File: src/rtl/simplerisc_pkg.sv
// rtl/simplerisc_pkg.sv - SimpleRISC opcodes, field positions, error codes and encoder FSM states
package simplerisc_pkg;

  localparam logic [4:0] OP_ADD  = 5'd0;
  localparam logic [4:0] OP_SUB  = 5'd1;
  localparam logic [4:0] OP_MUL  = 5'd2;
  localparam logic [4:0] OP_DIV  = 5'd3;
  localparam logic [4:0] OP_MOD  = 5'd4;
  localparam logic [4:0] OP_CMP  = 5'd5;
  localparam logic [4:0] OP_AND  = 5'd6;
  localparam logic [4:0] OP_OR   = 5'd7;
  localparam logic [4:0] OP_NOT  = 5'd8;
  localparam logic [4:0] OP_MOV  = 5'd9;
  localparam logic [4:0] OP_LSL  = 5'd10;
  localparam logic [4:0] OP_LSR  = 5'd11;
  localparam logic [4:0] OP_ASR  = 5'd12;
  localparam logic [4:0] OP_NOP  = 5'd13;
  localparam logic [4:0] OP_LD   = 5'd14;
  localparam logic [4:0] OP_ST   = 5'd15;
  localparam logic [4:0] OP_BEQ  = 5'd16;
  localparam logic [4:0] OP_BGT  = 5'd17;
  localparam logic [4:0] OP_B    = 5'd18;
  localparam logic [4:0] OP_CALL = 5'd19;
  localparam logic [4:0] OP_RET  = 5'd20;

  localparam int FLD_OP_LSB  = 27;
  localparam int FLD_I_BIT   = 26;
  localparam int FLD_RD_LSB  = 22;
  localparam int FLD_RS1_LSB = 18;
  localparam int FLD_RS2_LSB = 14;

  localparam logic [1:0] ERR_NONE     = 2'b00;
  localparam logic [1:0] ERR_OPCODE   = 2'b01;
  localparam logic [1:0] ERR_MODIFIER = 2'b10;

  localparam logic [1:0] ST_IDLE  = 2'd0;
  localparam logic [1:0] ST_RUN   = 2'd1;
  localparam logic [1:0] ST_DRAIN = 2'd2;
  localparam logic [1:0] ST_DONE  = 2'd3;

  function automatic logic f_is_alu_form(input logic [4:0] op);
    return (op <= OP_ASR) || (op == OP_LD) || (op == OP_ST);
  endfunction

  function automatic logic f_op_legal(input logic [4:0] op);
    return op <= OP_RET;
  endfunction

endpackage

File: src/rtl/simplerisc_enc_fifo.sv
// rtl/simplerisc_enc_fifo.sv - 2-entry output buffer with a registered head entry
module simplerisc_enc_fifo #(
  parameter int W = 42
) (
  input  logic         clk,
  input  logic         rst,
  input  logic         i_push,
  input  logic [W-1:0] i_wdata,
  input  logic         i_pop,
  output logic [W-1:0] o_rdata,
  output logic         o_valid,
  output logic [1:0]   o_count
);

  logic [W-1:0] r_head;
  logic [W-1:0] r_tail;
  logic [1:0]   r_count;
  logic         w_pop;
  logic         w_push;

  assign w_pop  = i_pop && (r_count != 2'd0);
  assign w_push = i_push && ((r_count != 2'd2) || w_pop);

  // Head is always entry 0 so the output port is driven straight from a register.
  always_ff @(posedge clk or posedge rst) begin
    if (rst) begin
      r_head  <= '0;
      r_tail  <= '0;
      r_count <= 2'd0;
    end else begin
      case ({w_push, w_pop})
        2'b10: begin
          if (r_count == 2'd0) r_head <= i_wdata;
          else                 r_tail <= i_wdata;
          r_count <= r_count + 2'd1;
        end
        2'b01: begin
          r_head  <= r_tail;
          r_count <= r_count - 2'd1;
        end
        2'b11: begin
          if (r_count == 2'd1) begin
            r_head <= i_wdata;
          end else begin
            r_head <= r_tail;
            r_tail <= i_wdata;
          end
        end
        default: ;
      endcase
    end
  end

  assign o_rdata = r_head;
  assign o_valid = (r_count != 2'd0);
  assign o_count = r_count;

endmodule

File: src/rtl/simplerisc_instr_encoder.sv
// rtl/simplerisc_instr_encoder.sv - streaming SimpleRISC encoder/program loader
// Optional modifier range check: SIMPLERISC_ENC_RANGE_CHECK_EN
module simplerisc_instr_encoder
  import simplerisc_pkg::*;
#(
  parameter int ADDR_W = 10
) (
  input  logic              clk,
  input  logic              rst,
  input  logic              start,
  input  logic [ADDR_W-1:0] base_addr,
  input  logic              last,
  input  logic              in_valid,
  output logic              in_ready,
  input  logic [4:0]        in_opcode,
  input  logic              in_imm_sel,
  input  logic [3:0]        in_rd,
  input  logic [3:0]        in_rs1,
  input  logic [3:0]        in_rs2,
  input  logic [17:0]       in_imm,
  input  logic [26:0]       in_offset,
  output logic              out_valid,
  input  logic              out_ready,
  output logic [ADDR_W-1:0] out_addr,
  output logic [31:0]       out_instr,
  output logic              err_valid,
  output logic [1:0]        err_code,
  output logic              done,
  output logic [ADDR_W:0]   word_count
);

  logic [1:0]         r_state;
  logic [ADDR_W-1:0]  r_addr;
  logic [ADDR_W:0]    r_word_count;
  logic               r_err_valid;
  logic [1:0]         r_err_code;

  logic               w_accept;
  logic               w_op_ok;
  logic               w_mod_ok;
  logic               w_legal;
  logic               w_enq;
  logic               w_deq;
  logic [31:0]        w_enc;
  logic [ADDR_W+31:0] w_fifo_rdata;
  logic               w_fifo_valid;
  logic [1:0]         w_fifo_count;

  function automatic logic [31:0] f_encode(
    input logic [4:0]  op,
    input logic        imm_sel,
    input logic [3:0]  rd,
    input logic [3:0]  rs1,
    input logic [3:0]  rs2,
    input logic [17:0] imm,
    input logic [26:0] offset
  );
    logic [31:0] w;
    w = '0;
    w[FLD_OP_LSB +: 5] = op;
    if (f_is_alu_form(op)) begin
      w[FLD_I_BIT]          = imm_sel;
      w[FLD_RD_LSB +: 4]    = rd;
      w[FLD_RS1_LSB +: 4]   = rs1;
      if (imm_sel) w[17:0]  = imm;
      else         w[FLD_RS2_LSB +: 4] = rs2;
    end else if (op >= OP_BEQ && op <= OP_CALL) begin
      w[26:0] = offset;
    end
    return w;
  endfunction

  assign in_ready = (r_state == ST_RUN) && (w_fifo_count != 2'd2);
  assign w_accept = in_valid && in_ready;
  assign w_op_ok  = f_op_legal(in_opcode);

`ifdef SIMPLERISC_ENC_RANGE_CHECK_EN
  assign w_mod_ok = !(f_is_alu_form(in_opcode) && in_imm_sel && (in_imm[17:16] == 2'b11));
`else
  assign w_mod_ok = 1'b1;
`endif

  assign w_legal = w_op_ok && w_mod_ok;
  assign w_enq   = w_accept && w_legal;
  assign w_deq   = w_fifo_valid && out_ready;
  assign w_enc   = f_encode(in_opcode, in_imm_sel, in_rd, in_rs1, in_rs2, in_imm, in_offset);

  simplerisc_enc_fifo #(
    .W(ADDR_W + 32)
  ) u_fifo (
    .clk     (clk),
    .rst     (rst),
    .i_push  (w_enq),
    .i_wdata ({r_addr, w_enc}),
    .i_pop   (out_ready),
    .o_rdata (w_fifo_rdata),
    .o_valid (w_fifo_valid),
    .o_count (w_fifo_count)
  );

  always_ff @(posedge clk or posedge rst) begin
    if (rst) begin
      r_state <= ST_IDLE;
    end else begin
      case (r_state)
        ST_IDLE:  if (start) r_state <= ST_RUN;
        // A rejected final request still closes the program.
        ST_RUN:   if (w_accept && last) r_state <= ST_DRAIN;
        ST_DRAIN: if (w_fifo_count == 2'd0) r_state <= ST_DONE;
        default:  r_state <= ST_IDLE;
      endcase
    end
  end

  always_ff @(posedge clk or posedge rst) begin
    if (rst) begin
      r_addr       <= '0;
      r_word_count <= '0;
    end else begin
      if (r_state == ST_IDLE && start) r_addr <= base_addr;
      else if (w_enq)                  r_addr <= r_addr + ADDR_W'(1);

      if (r_state == ST_IDLE && start) r_word_count <= '0;
      else if (w_deq)                  r_word_count <= r_word_count + (ADDR_W+1)'(1);
    end
  end

  always_ff @(posedge clk or posedge rst) begin
    if (rst) begin
      r_err_valid <= 1'b0;
      r_err_code  <= ERR_NONE;
    end else begin
      r_err_valid <= w_accept && !w_legal;
      if (w_accept && !w_legal) r_err_code <= w_op_ok ? ERR_MODIFIER : ERR_OPCODE;
      else                      r_err_code <= ERR_NONE;
    end
  end

  assign out_valid  = w_fifo_valid;
  assign out_addr   = w_fifo_rdata[ADDR_W+31:32];
  assign out_instr  = w_fifo_rdata[31:0];
  assign err_valid  = r_err_valid;
  assign err_code   = r_err_code;
  assign done       = (r_state == ST_DONE);
  assign word_count = r_word_count;

endmodule

File: config.mk
export PLATFORM = sky130hd
export DESIGN_NAME = simplerisc_instr_encoder
export DESIGN_NICKNAME = d
export VERILOG_FILES = /design/src/rtl/simplerisc_pkg.sv /design/src/rtl/simplerisc_enc_fifo.sv /design/src/rtl/simplerisc_instr_encoder.sv
export SDC_FILE = /design/constraint.sdc
export NUM_CORES = 1
export LEC_CHECK = 0
export ABC_AREA = 1
export BUFFER_PORTS_ARGS = -buffer_cell sky130_fd_sc_hd__buf_4
export CAP_MARGIN = 20
export CELL_PAD_IN_SITES_DETAIL_PLACEMENT = 0
export CELL_PAD_IN_SITES_GLOBAL_PLACEMENT = 1
export CORE_AREA = 2 2 156 120
export CTS_CLUSTER_SIZE = 14
export DETAILED_ROUTE_END_ITERATION = 10
export DIE_AREA = 0 0 158 122
export PLACE_DENSITY = 0.78
export SYNTH_ARGS = -nofsm -noshare
export SYNTH_HDL_FRONTEND = slang
export SYNTH_SLANG_ARGS = --single-unit
File: constraint.sdc
create_clock -name clk -period 5.3 [get_ports clk]
set_clock_uncertainty 0.1 [all_clocks]
set_input_delay 1.59 -clock clk [delete_from_list [all_inputs] [get_ports clk]]
set_output_delay 1.59 -clock clk [all_outputs]
set_load 0.02 [all_outputs]
==> flow_metrics.env, run 1 <==
export IMPL_nNetsFinal=1067
export IMPL_path_class="primary input to flop"
export IMPL_grt_pass1_wl_mm=26.4
export IMPL_cts_hold_buffers=0
export IMPL_seq_area_frac_synth_pct=45.7
export IMPL_die_w_um=158
export IMPL_grt_pass1_vias=5048
export IMPL_core_area_mm2=0.0180
export IMPL_die_h_um=122
export IMPL_seq_area_mm2=0.00278
export IMPL_reg2reg_setup_slack_ns=2.29
export IMPL_p_clk_share_pct=20.9
export IMPL_synthTopCellsByArea="dfrtp_1 (46%), nand2_1 (26%), inv_1 (5.1%)"
export IMPL_synth_top_cell_by_area="dfrtp_1"
export IMPL_clock_sinks=111
export IMPL_multi_input_area_mm2=0.00272
export IMPL_track_usage_pct=17.5
export IMPL_cts_htree_levels=3
export IMPL_cts_buffer_depth=2
export IMPL_final_cells=1228
export IMPL_synth_seq_cells=111
export IMPL_wire_per_inst_um=13.5
export IMPL_syn_num_nets=950
export IMPL_setup_viol=0
export IMPL_final_setup_worst_slack_ns=1.79
export IMPL_period_needed_ns=3.51
export IMPL_overflow=0
export IMPL_rsz0062_at_grt="false"
export IMPL_min_path_type="flop to flop"
export IMPL_num_antenna_cells=0
export IMPL_postCtsResizedCells=0
export IMPL_numCtsBuffers=9
export IMPL_initial_core_util_pct=33.9
export IMPL_die_area_mm2=0.0193
export IMPL_dp_cells=1212
export IMPL_switching_share_pct=41.1
export IMPL_cp_arrival_ns=3.71
export IMPL_post_place_ws_ns=1.39
export IMPL_port_buffers=137
export IMPL_cap_violations=0
export IMPL_peakVddDrop_mv=0.265
export IMPL_p_switching_mw=1.50
export IMPL_root_buffer="clkbuf_16"
export IMPL_hold_viol=0
export IMPL_tns_ns=0
export IMPL_holdWs_ns=0.381
export IMPL_end_kind="flop"
export IMPL_path_cells="buf_4 -> nor2_1 -> nor2_1 -> nand2_2 -> nand2_4 -> inv_1 -> ha_1 -> inv_1 -> o21bai_1 -> nand2_1 -> inv_2 -> nand2_1 -> o21ai_0 -> nand2_1 -> nand2_1"
export IMPL_fin_crit_sh_pct=66.2
export IMPL_slowest_stage="inv_2"
export IMPL_min_path_cells=2
export IMPL_cts_setup_buffers=0
export IMPL_cts_clk_slew_worst_paths_ns=0.08
export IMPL_placed_area_mm2=0.00724
export IMPL_drive_gt1_share_pct=18.3
export IMPL_startpoint="in_opcode[2]"
export IMPL_gp_congestion=0.806
export IMPL_combPwrFrac_pct=40.9
export IMPL_pin_count=138
export IMPL_wl_mm=16.5
export IMPL_clk_latency_ns=0.36
export IMPL_powerDensity_mw_per_mm2=481
export IMPL_max_clock_freq_ghz=0.285
export IMPL_finalPower_mw=3.64
export IMPL_drc=0
export IMPL_hpwlAfterDp_mm=11.1
export IMPL_yosysUniqueCellTypes=30
export IMPL_viasPerCell=4.48
export IMPL_max_stage_delay_ns=0.56
export IMPL_rr_endpoint="u_fifo.o_rdata[37]$_DFFE_PP0P_"
export IMPL_yosysWarnings=0
export IMPL_rows=43
export IMPL_cp_endpoint="u_fifo.o_rdata[37]$_DFFE_PP0P_"
export IMPL_crit_top_cell="nand2_1"
export IMPL_layout_common_cells="nand2_1 (417), buf_4 (143), dfrtp_1 (111)"
export IMPL_slew_viol_final=0
export IMPL_synthesis_area_mm2=0.00608
export IMPL_critical_path_top_delay_family="buffers and inverters"
export IMPL_reg2reg_from="u_fifo.o_count[0]$_DFFE_PP0P_"
export IMPL_synth_top_area_share_pct=45.7
export IMPL_setup_worst_path_start_class="primary input"
export IMPL_worst_pin_slew_ns=0.796
export IMPL_r2r_cells=16
export IMPL_antenna_found_initial=0
export IMPL_cp_num_buf_inv=4
export IMPL_tritoncts="yes"
export IMPL_fill_cells=1927
export IMPL_cp_max_fo=41
export IMPL_grt_max_degree=62
export IMPL_drt_iter0_markers=369
export IMPL_syn_to_final_growth_pct=24.5
export IMPL_worst_ep_required_time_ns=5.50
export IMPL_outcome="complete, no violations"
export IMPL_layout_cells_most_common="nand2_1"
export IMPL_relSlewSlack_pct=46.9
export IMPL_post_route_util_pct=42.1
export IMPL_routed_via_count=5504
export IMPL_ant_nets=0
export IMPL_finish_instance_area_mm2=0.00757
export IMPL_dr_pass1_iters=4
export IMPL_syn_area_per_cell_um2=7.08
export IMPL_hp_start="u_fifo.o_rdata[8]$_DFFE_PP0P_"
export IMPL_p_leak_nw=4.20
export IMPL_internal_power_mw=2.15
export IMPL_path_depth=15
export IMPL_seq_power_share_pct=38.2
export IMPL_syn_inst=859
==> flip-flops by register name, indices dropped and copies added (netlist names) <==
signal	flops
r_addr	10
r_state	2
err_code	2
u_fifo.o_count	2
word_count	11
u_fifo.o_rdata	42
u_fifo.r_tail	42
==> worst min path at each step <==
stage	slack, ns	endpoint
global placement	0.36	u_fifo.o_rdata[8]$_DFFE_PP0P_
floorplan	0.35	u_fifo.r_tail[10]$_DFFE_PP0P_
global route	0.40	u_fifo.o_rdata[23]$_DFFE_PP0P_
finish	0.38	u_fifo.o_rdata[8]$_DFFE_PP0P_
detailed placement	0.37	u_fifo.o_rdata[8]$_DFFE_PP0P_
CTS	0.39	u_fifo.o_rdata[8]$_DFFE_PP0P_
==> area by class of cell <==
type	count	area share [%]
clock buffers	10	3.16
clock inverters	6	1.24
inverters	90	4.56
multi-input cells	620	35.9
flip-flops and latches	111	36.7
well taps	247	4.08
repair buffers	144	14.4
==> synthesized netlist by cell type, drive strengths merged <==
cell and n:
buf 33, a21oi 7, clkinv 1, nand3 51, dfrtp 111, nor3 4
inv 89, nand4 7, ha 12, xnor2 2, nor2 30, o21ai 76
o211ai 1, o21bai 3, conb 1, nand2 423, or2 3, clkbuf 5
==> worst min-delay path, delay by kind of cell, from the launching register on <==
kind          cells  cell delay (ns)
simple gates      2             0.10
flops             1             0.35
==> power groups by stage <==
stage	Sequential (mW)	Clock (mW)	Combinational, mW
after global routing	1.43	0.819	1.68
after detailed placement	1.40	0	1.51
after CTS	1.39	0.782	1.52
after global placement	1.40	0	1.50
final	1.39	0.762	1.49
after floorplan	1.53	0	0.859
==> kinds of logic after synthesis <==
family,Yosys count,share of synthesized area [%]
other,1,0.0616
AND/OR/NAND/NOR,518,34.4
AO/OA/AOI/OAI,87,7.51
buffers and inverters,128,9.64
adder cells (fa/ha/maj),12,2.47
XOR/XNOR,2,0.288
flip-flops,111,45.7
==> routing by layer <==
layer | global-route usage, % | vias to the layer above | part of all wire (%)
met1 | 25.4 | 2498 | 52
met5 | 0 | - | 0
li1 | - | 2863 | -
met4 | 3.21 | 0 | 0.64
met3 | 4.23 | 7 | 5.9
met2 | 26.9 | 136 | 41
Power figures use the tool's default switching activity.
==> run 2, diff against run 1 <==
- PLACE_DENSITY: 0.78 -> 0.81
- clock period: 5.3 -> 3.17 ns (I/O delays scaled with it)
==> run 2 against run 1 <==
Setup slack lost 1.3 ns. Highest routed layer unchanged. Largest cell class unchanged. Critical path type is now flop to flop. Core utilization grew 0.20 points. Global-route usage shrank 0.33 points. Routed wire length shrank 3.7%. Sequential share of layout area shrank 0.17 points.
==> flow_metrics.env, run 2 (synthesized netlist as in run 1, its figures left out) <==
export IMPL_viasPerCell=4.51
export IMPL_layout_common_cells="nand2_1 (417), buf_4 (146), dfrtp_1 (111)"
export IMPL_path_class="flop to flop"
export IMPL_postCtsResizedCells=0
export IMPL_worst_pin_slew_ns=0.628
export IMPL_max_clock_freq_ghz=0.378
export IMPL_crit_top_cell="nand2_1"
export IMPL_critical_path_top_delay_family="simple AND/OR/NAND/NOR gates"
export IMPL_antenna_found_initial=0
export IMPL_path_cells="inv_1 -> ha_1 -> nor2_2 -> nand2_1 -> inv_1 -> nand2_4 -> inv_1 -> ha_1 -> inv_1 -> o21bai_1 -> nand2_1 -> inv_2 -> buf_4 -> nand2_1 -> nand2_1 -> nand2_1 -> nand2_1"
export IMPL_drt_iter0_markers=339
export IMPL_core_area_mm2=0.0180
export IMPL_die_area_mm2=0.0193
export IMPL_hp_start="u_fifo.o_rdata[16]$_DFFE_PP0P_"
export IMPL_path_depth=17
export IMPL_overflow=0
export IMPL_fin_crit_sh_pct=83.4
export IMPL_num_antenna_cells=0
export IMPL_cp_max_fo=24
export IMPL_ant_nets=0
export IMPL_reg2reg_from="u_fifo.o_count[0]$_DFFE_PP0P_"
export IMPL_cts_buffer_depth=2
export IMPL_drc=0
export IMPL_min_path_cells=2
export IMPL_setup_viol=0
export IMPL_numCtsBuffers=9
export IMPL_grt_max_degree=112
export IMPL_track_usage_pct=17.2
export IMPL_cts_setup_buffers=0
export IMPL_max_stage_delay_ns=0.41
export IMPL_r2r_cells=17
export IMPL_die_w_um=158
export IMPL_hpwlAfterDp_mm=10.7
export IMPL_drive_gt1_share_pct=18.7
export IMPL_rows=43
export IMPL_peakVddDrop_mv=0.440
export IMPL_initial_core_util_pct=33.9
export IMPL_routed_via_count=5552
export IMPL_powerDensity_mw_per_mm2=799
export IMPL_wl_mm=15.9
export IMPL_tns_ns=0
export IMPL_setup_worst_path_start_class="flop"
export IMPL_cp_num_buf_inv=6
export IMPL_reg2reg_setup_slack_ns=0.53
export IMPL_final_setup_worst_slack_ns=0.527
export IMPL_rr_endpoint="u_fifo.o_rdata[16]$_DFFE_PP0P_"
export IMPL_cts_hold_buffers=0
export IMPL_worst_ep_required_time_ns=3.37
export IMPL_gp_congestion=0.792
export IMPL_cts_clk_slew_worst_paths_ns=0.07
export IMPL_port_buffers=137
export IMPL_clock_sinks=111
export IMPL_die_h_um=122
export IMPL_relSlewSlack_pct=58.1
export IMPL_root_buffer="clkbuf_16"
export IMPL_hold_viol=0
export IMPL_clk_latency_ns=0.36
export IMPL_cap_violations=0
export IMPL_layout_cells_most_common="nand2_1"
export IMPL_min_to="u_fifo.o_rdata[16]$_DFFE_PP0P_"
export IMPL_rsz0062_at_grt="false"
export IMPL_tritoncts="yes"
export IMPL_post_place_ws_ns=0.154
export IMPL_dr_pass1_iters=5
export IMPL_cp_arrival_ns=2.84
export IMPL_syn_to_final_growth_pct=25.1
export IMPL_p_leak_nw=4.23
export IMPL_nNetsFinal=1071
export IMPL_period_needed_ns=2.64
export IMPL_grt_pass1_wl_mm=26.1
export IMPL_cts_htree_levels=3
export IMPL_slowest_stage="dfrtp_1"
export IMPL_outcome="complete, no violations"
export IMPL_wire_per_inst_um=12.9
export IMPL_end_kind="flop"
export IMPL_min_path_type="flop to flop"
export IMPL_grt_pass1_vias=5204
export IMPL_slew_viol_final=0
export IMPL_fill_cells=1914
export IMPL_pin_count=138
[run 2: worst register-to-register path, cell delays in order (launching register included)]
cell	delay (ns)
dfrtp_1	0.41
inv_1	0.08
ha_1	0.22
nor2_2	0.14
nand2_1	0.12
inv_1	0.13
nand2_4	0.10
inv_1	0.09
ha_1	0.26
inv_1	0.06
o21bai_1	0.17
nand2_1	0.09
inv_2	0.06
buf_4	0.26
nand2_1	0.10
nand2_1	0.08
nand2_1	0.06
nand2_1	0.06
[run 2: report_power, final]
part | switching, mW | internal (mW)
Sequential | 0.353 | 1.96
Clock | 0.548 | 0.695
Combinational | 1.58 | 0.941
[run 2: area by class of cell]
| type | instances | area, um2 | area share (%) |
|---|---|---|---|
| clock buffers | 9 | 225 | 2.96 |
| clock inverters | 7 | 95.1 | 1.25 |
| inverters | 90 | 347 | 4.55 |
| multi-input cells | 620 | 2720 | 35.7 |
| flip-flops and latches | 111 | 2780 | 36.5 |
| well taps | 247 | 309 | 4.06 |
| repair buffers | 148 | 1140 | 14.9 |
[run 2: layer usage]
metal	vias to the layer above	wire (um)	share of wire [%]	GRT usage, %
li1	2873	-	-	-
met1	2548	8150	51	25.0
met2	124	6840	43	26.2
met3	7	873	5.5	3.59
met4	0	53	0.33	4.34
met5	-	0	0	0
[run 2: how the worst max path moves through the flow]
stage | from | endpoint | slack, ns
final | u_fifo.o_count[0]$_DFFE_PP0P_ | u_fifo.o_rdata[16]$_DFFE_PP0P_ | 0.53
after CTS | u_fifo.o_count[0]$_DFFE_PP0P_ | u_fifo.o_rdata[16]$_DFFE_PP0P_ | 0.54
after detailed placement | in_opcode[2] | u_fifo.o_rdata[19]$_DFFE_PP0P_ | 0.15
after floorplan | in_opcode[4] | u_fifo.r_tail[27]$_DFFE_PP0P_ | 0.54
after global placement | in_opcode[2] | u_fifo.o_rdata[16]$_DFFE_PP0P_ | 0.21
after global routing | r_state[1]$_DFFE_PP0P_ | u_fifo.o_rdata[6]$_DFFE_PP0P_ | 0.23
[run 2: per-stage QoR]
step / instances / cell area (um2) / utilization [%] / hold WS, ns / power, mW
2_1_floorplan: 859 / 6090 / - / 0.353 / 3.99
4_1_cts: 1232 / 7610 / 42.3 / 0.389 / 6.16
5_1_grt: 1232 / 7610 / 42.3 / 0.407 / 6.60
3_3_place_gp: 1216 / 7290 / 40.6 / 0.364 / 4.86
6_report: 1232 / 7610 / 42.3 / 0.382 / 6.08
3_5_place_dp: 1216 / 7290 / 40.6 / 0.368 / 4.88
==> run 3, diff against run 2 <==
- PLACE_DENSITY: 0.81 -> 0.78
- clock period: 3.17 -> 2.48 ns (I/O delays scaled with it)
==> run 3 against run 2 <==
Non-clock buffer count increased by 28. Global-route usage increased by 0.24 points. Highest routed layer unchanged. Critical path type unchanged. Design area up 5.1%. Register-to-register slack lost 0.37 ns. Count of clock-buffer cells in the layout is 2 higher. Via count is 0.65% higher. Die area stayed put. Clock power rose by 27%. Sequential share of layout area is 1.8 points lower. Critical endpoint is now u_fifo.o_rdata[31]$_DFFE_PP0P_. Critical path depth fell by 1. Worst hold slack got worse by 0.095 ns.
==> flow_metrics.env, run 3 (synthesized netlist as in run 1, its figures left out) <==
export IMPL_cp_arrival_ns=2.47
export IMPL_hold_viol=0
export IMPL_seq_power_share_pct=36.5
export IMPL_grtUsageMet1_pct=25.8
export IMPL_max_stage_delay_ns=0.42
export IMPL_grt_use_met2_pct=26.1
export IMPL_met3_usage_pct=4.27
export IMPL_drive_gt1_share_pct=21.6
export IMPL_internal_power_mw=4.86
export IMPL_dr_pass1_iters=4
export IMPL_path_cells="inv_2 -> ha_2 -> inv_1 -> nor2_4 -> nand2_2 -> inv_2 -> nand2_4 -> ha_2 -> o21bai_1 -> nand2_1 -> clkinv_4 -> clkbuf_16 -> nand2_1 -> o21ai_0 -> nand2_1 -> nand2_1"
export IMPL_num_antenna_cells=0
export IMPL_numCtsBuffers=9
export IMPL_routed_via_count=5588
export IMPL_syn_to_final_growth_pct=31.5
export IMPL_setup_worst_path_start_class="flop"
export IMPL_die_h_um=122
export IMPL_layout_common_cells="nand2_1 (416), buf_4 (163), dfrtp_1 (111)"
export IMPL_root_buffer="clkbuf_16"
export IMPL_ant_nets=0
export IMPL_worst_ep_required_time_ns=2.64
export IMPL_cts_buffer_depth=2
export IMPL_initial_core_util_pct=33.9
export IMPL_setup_viol=0
export IMPL_wire_per_inst_um=13.1
export IMPL_cap_violations=0
export IMPL_gp_congestion=0.829
export IMPL_grt_pass1_wl_mm=26.3
export IMPL_peakVddDrop_mv=0.445
export IMPL_die_w_um=158
export IMPL_die_area_mm2=0.0193
export IMPL_port_buffers=137
export IMPL_cts_htree_levels=3
export IMPL_fin_crit_sh_pct=93.5
export IMPL_p_leak_nw=4.41
export IMPL_antenna_found_initial=0
export IMPL_p_switching_mw=3.23
export IMPL_switching_share_pct=39.9
export IMPL_crit_top_cell="nand2_1"
export IMPL_p_clk_share_pct=19.4
export IMPL_overflow=0
export IMPL_clk_latency_ns=0.36
export IMPL_pin_count=138
export IMPL_combPwrFrac_pct=44.2
export IMPL_slew_viol_final=0
export IMPL_core_area_mm2=0.0180
export IMPL_min_path_type="primary input to async pin"
export IMPL_grt_busiest_layer="met2"
export IMPL_period_needed_ns=2.32
export IMPL_track_usage_pct=17.5
export IMPL_wl_mm=16.4
export IMPL_tritoncts="yes"
export IMPL_holdWs_ns=0.287
export IMPL_slowest_stage="dfrtp_1"
export IMPL_path_class="flop to flop"
export IMPL_powerDensity_mw_per_mm2=1010
export IMPL_outcome="complete, no violations"
export IMPL_cp_max_fo=6
export IMPL_layout_cells_most_common="nand2_1"
export IMPL_drc=0
export IMPL_max_clock_freq_ghz=0.431
export IMPL_clock_sinks=111
export IMPL_drt_iter0_markers=404
export IMPL_post_route_util_pct=44.5
export IMPL_grt_pass1_vias=5212
export IMPL_hpwlAfterDp_mm=11.4
export IMPL_rows=43
export IMPL_viasPerCell=4.44
export IMPL_grt_max_degree=59
export IMPL_nNetsFinal=1099
export IMPL_cts_clk_slew_worst_paths_ns=0.07
export IMPL_end_kind="flop"
==> run 3: cell types whose count changed in the layout (fill, tap and decap cells not counted), sizes merged <==
cell      delta
buf         +24
clkbuf       +6
clkinvlp     -1
inv          -2
==> run 3: metrics by stage <==
stage	worst slack, ns	area, um2	setup TNS (ns)	power, mW	std cells
after CTS	0.0467	7850	0	8.04	1252
after floorplan	0.0280	6090	0	5.10	859
after global routing	-0.00176	8000	-0.00209	8.76	1259
after global placement	-0.0941	7530	-4.80	6.39	1237
after detailed placement	-0.125	7530	-6.05	6.43	1237
final	0.161	8000	0	8.09	1259
==> run 3: what timing repair did <==
item,CTS,global route
gates resized for setup,0,16
setup buffers,0,3
endpoints found under the setup margin,0,84
hold buffers,0,0
==> run 3: critical path: cells and delay by family (launching register included) <==
kind / cells / cell delay [ns]
simple gates: 7 / 0.52
fa+ha+maj: 2 / 0.36
buf+inv: 5 / 0.55
flops: 1 / 0.42
compound gates: 2 / 0.26
==> run 3: area by class of cell <==
type                    instances  area (um2)
well taps                     247         309
clock buffers                  11         243
flip-flops and latches        111        2780
inverters                      90         354
clock inverters                 4        70.1
multi-input cells             620        2740
repair buffers                176        1500
fillers                      1900        9970
==> run 3: power groups by stage <==
stage / registers, mW / clock network [mW] / logic (mW)
2_1_floorplan: 3.27 / 0 / 1.84
6_report: 2.95 / 1.57 / 3.57
3_3_place_gp: 2.97 / 0 / 3.42
5_1_grt: 3.04 / 1.68 / 4.03
3_5_place_dp: 2.97 / 0 / 3.46
4_1_cts: 2.95 / 1.62 / 3.48
==> run 3: layer usage <==
layer  routed length, um  up-vias
met3                 869       12
li1                    -     2932
met4                 102        0
met5                   0        -
met2                6990      116
met1                8470     2528
==> run 3: final timing paths <==
kind | startpoint | to | slack (ns) | cells past startpoint
worst min register to register | u_fifo.o_rdata[6]$_DFFE_PP0P_ | u_fifo.o_rdata[6]$_DFFE_PP0P_ | 0.38 | 2
min in group clk | u_fifo.o_rdata[6]$_DFFE_PP0P_ | u_fifo.o_rdata[6]$_DFFE_PP0P_ | 0.38 | 2
worst min-delay path | rst | u_fifo.o_rdata[30]$_DFFE_PP0P_ | 0.29 | 2
worst max register to register | r_state[1]$_DFFE_PP0P_ | u_fifo.o_rdata[31]$_DFFE_PP0P_ | 0.16 | 16
worst max-delay path | r_state[1]$_DFFE_PP0P_ | u_fifo.o_rdata[31]$_DFFE_PP0P_ | 0.16 | 16
max in group asynchronous | rst | u_fifo.r_tail[35]$_DFFE_PP0P_ | 1.35 | 3
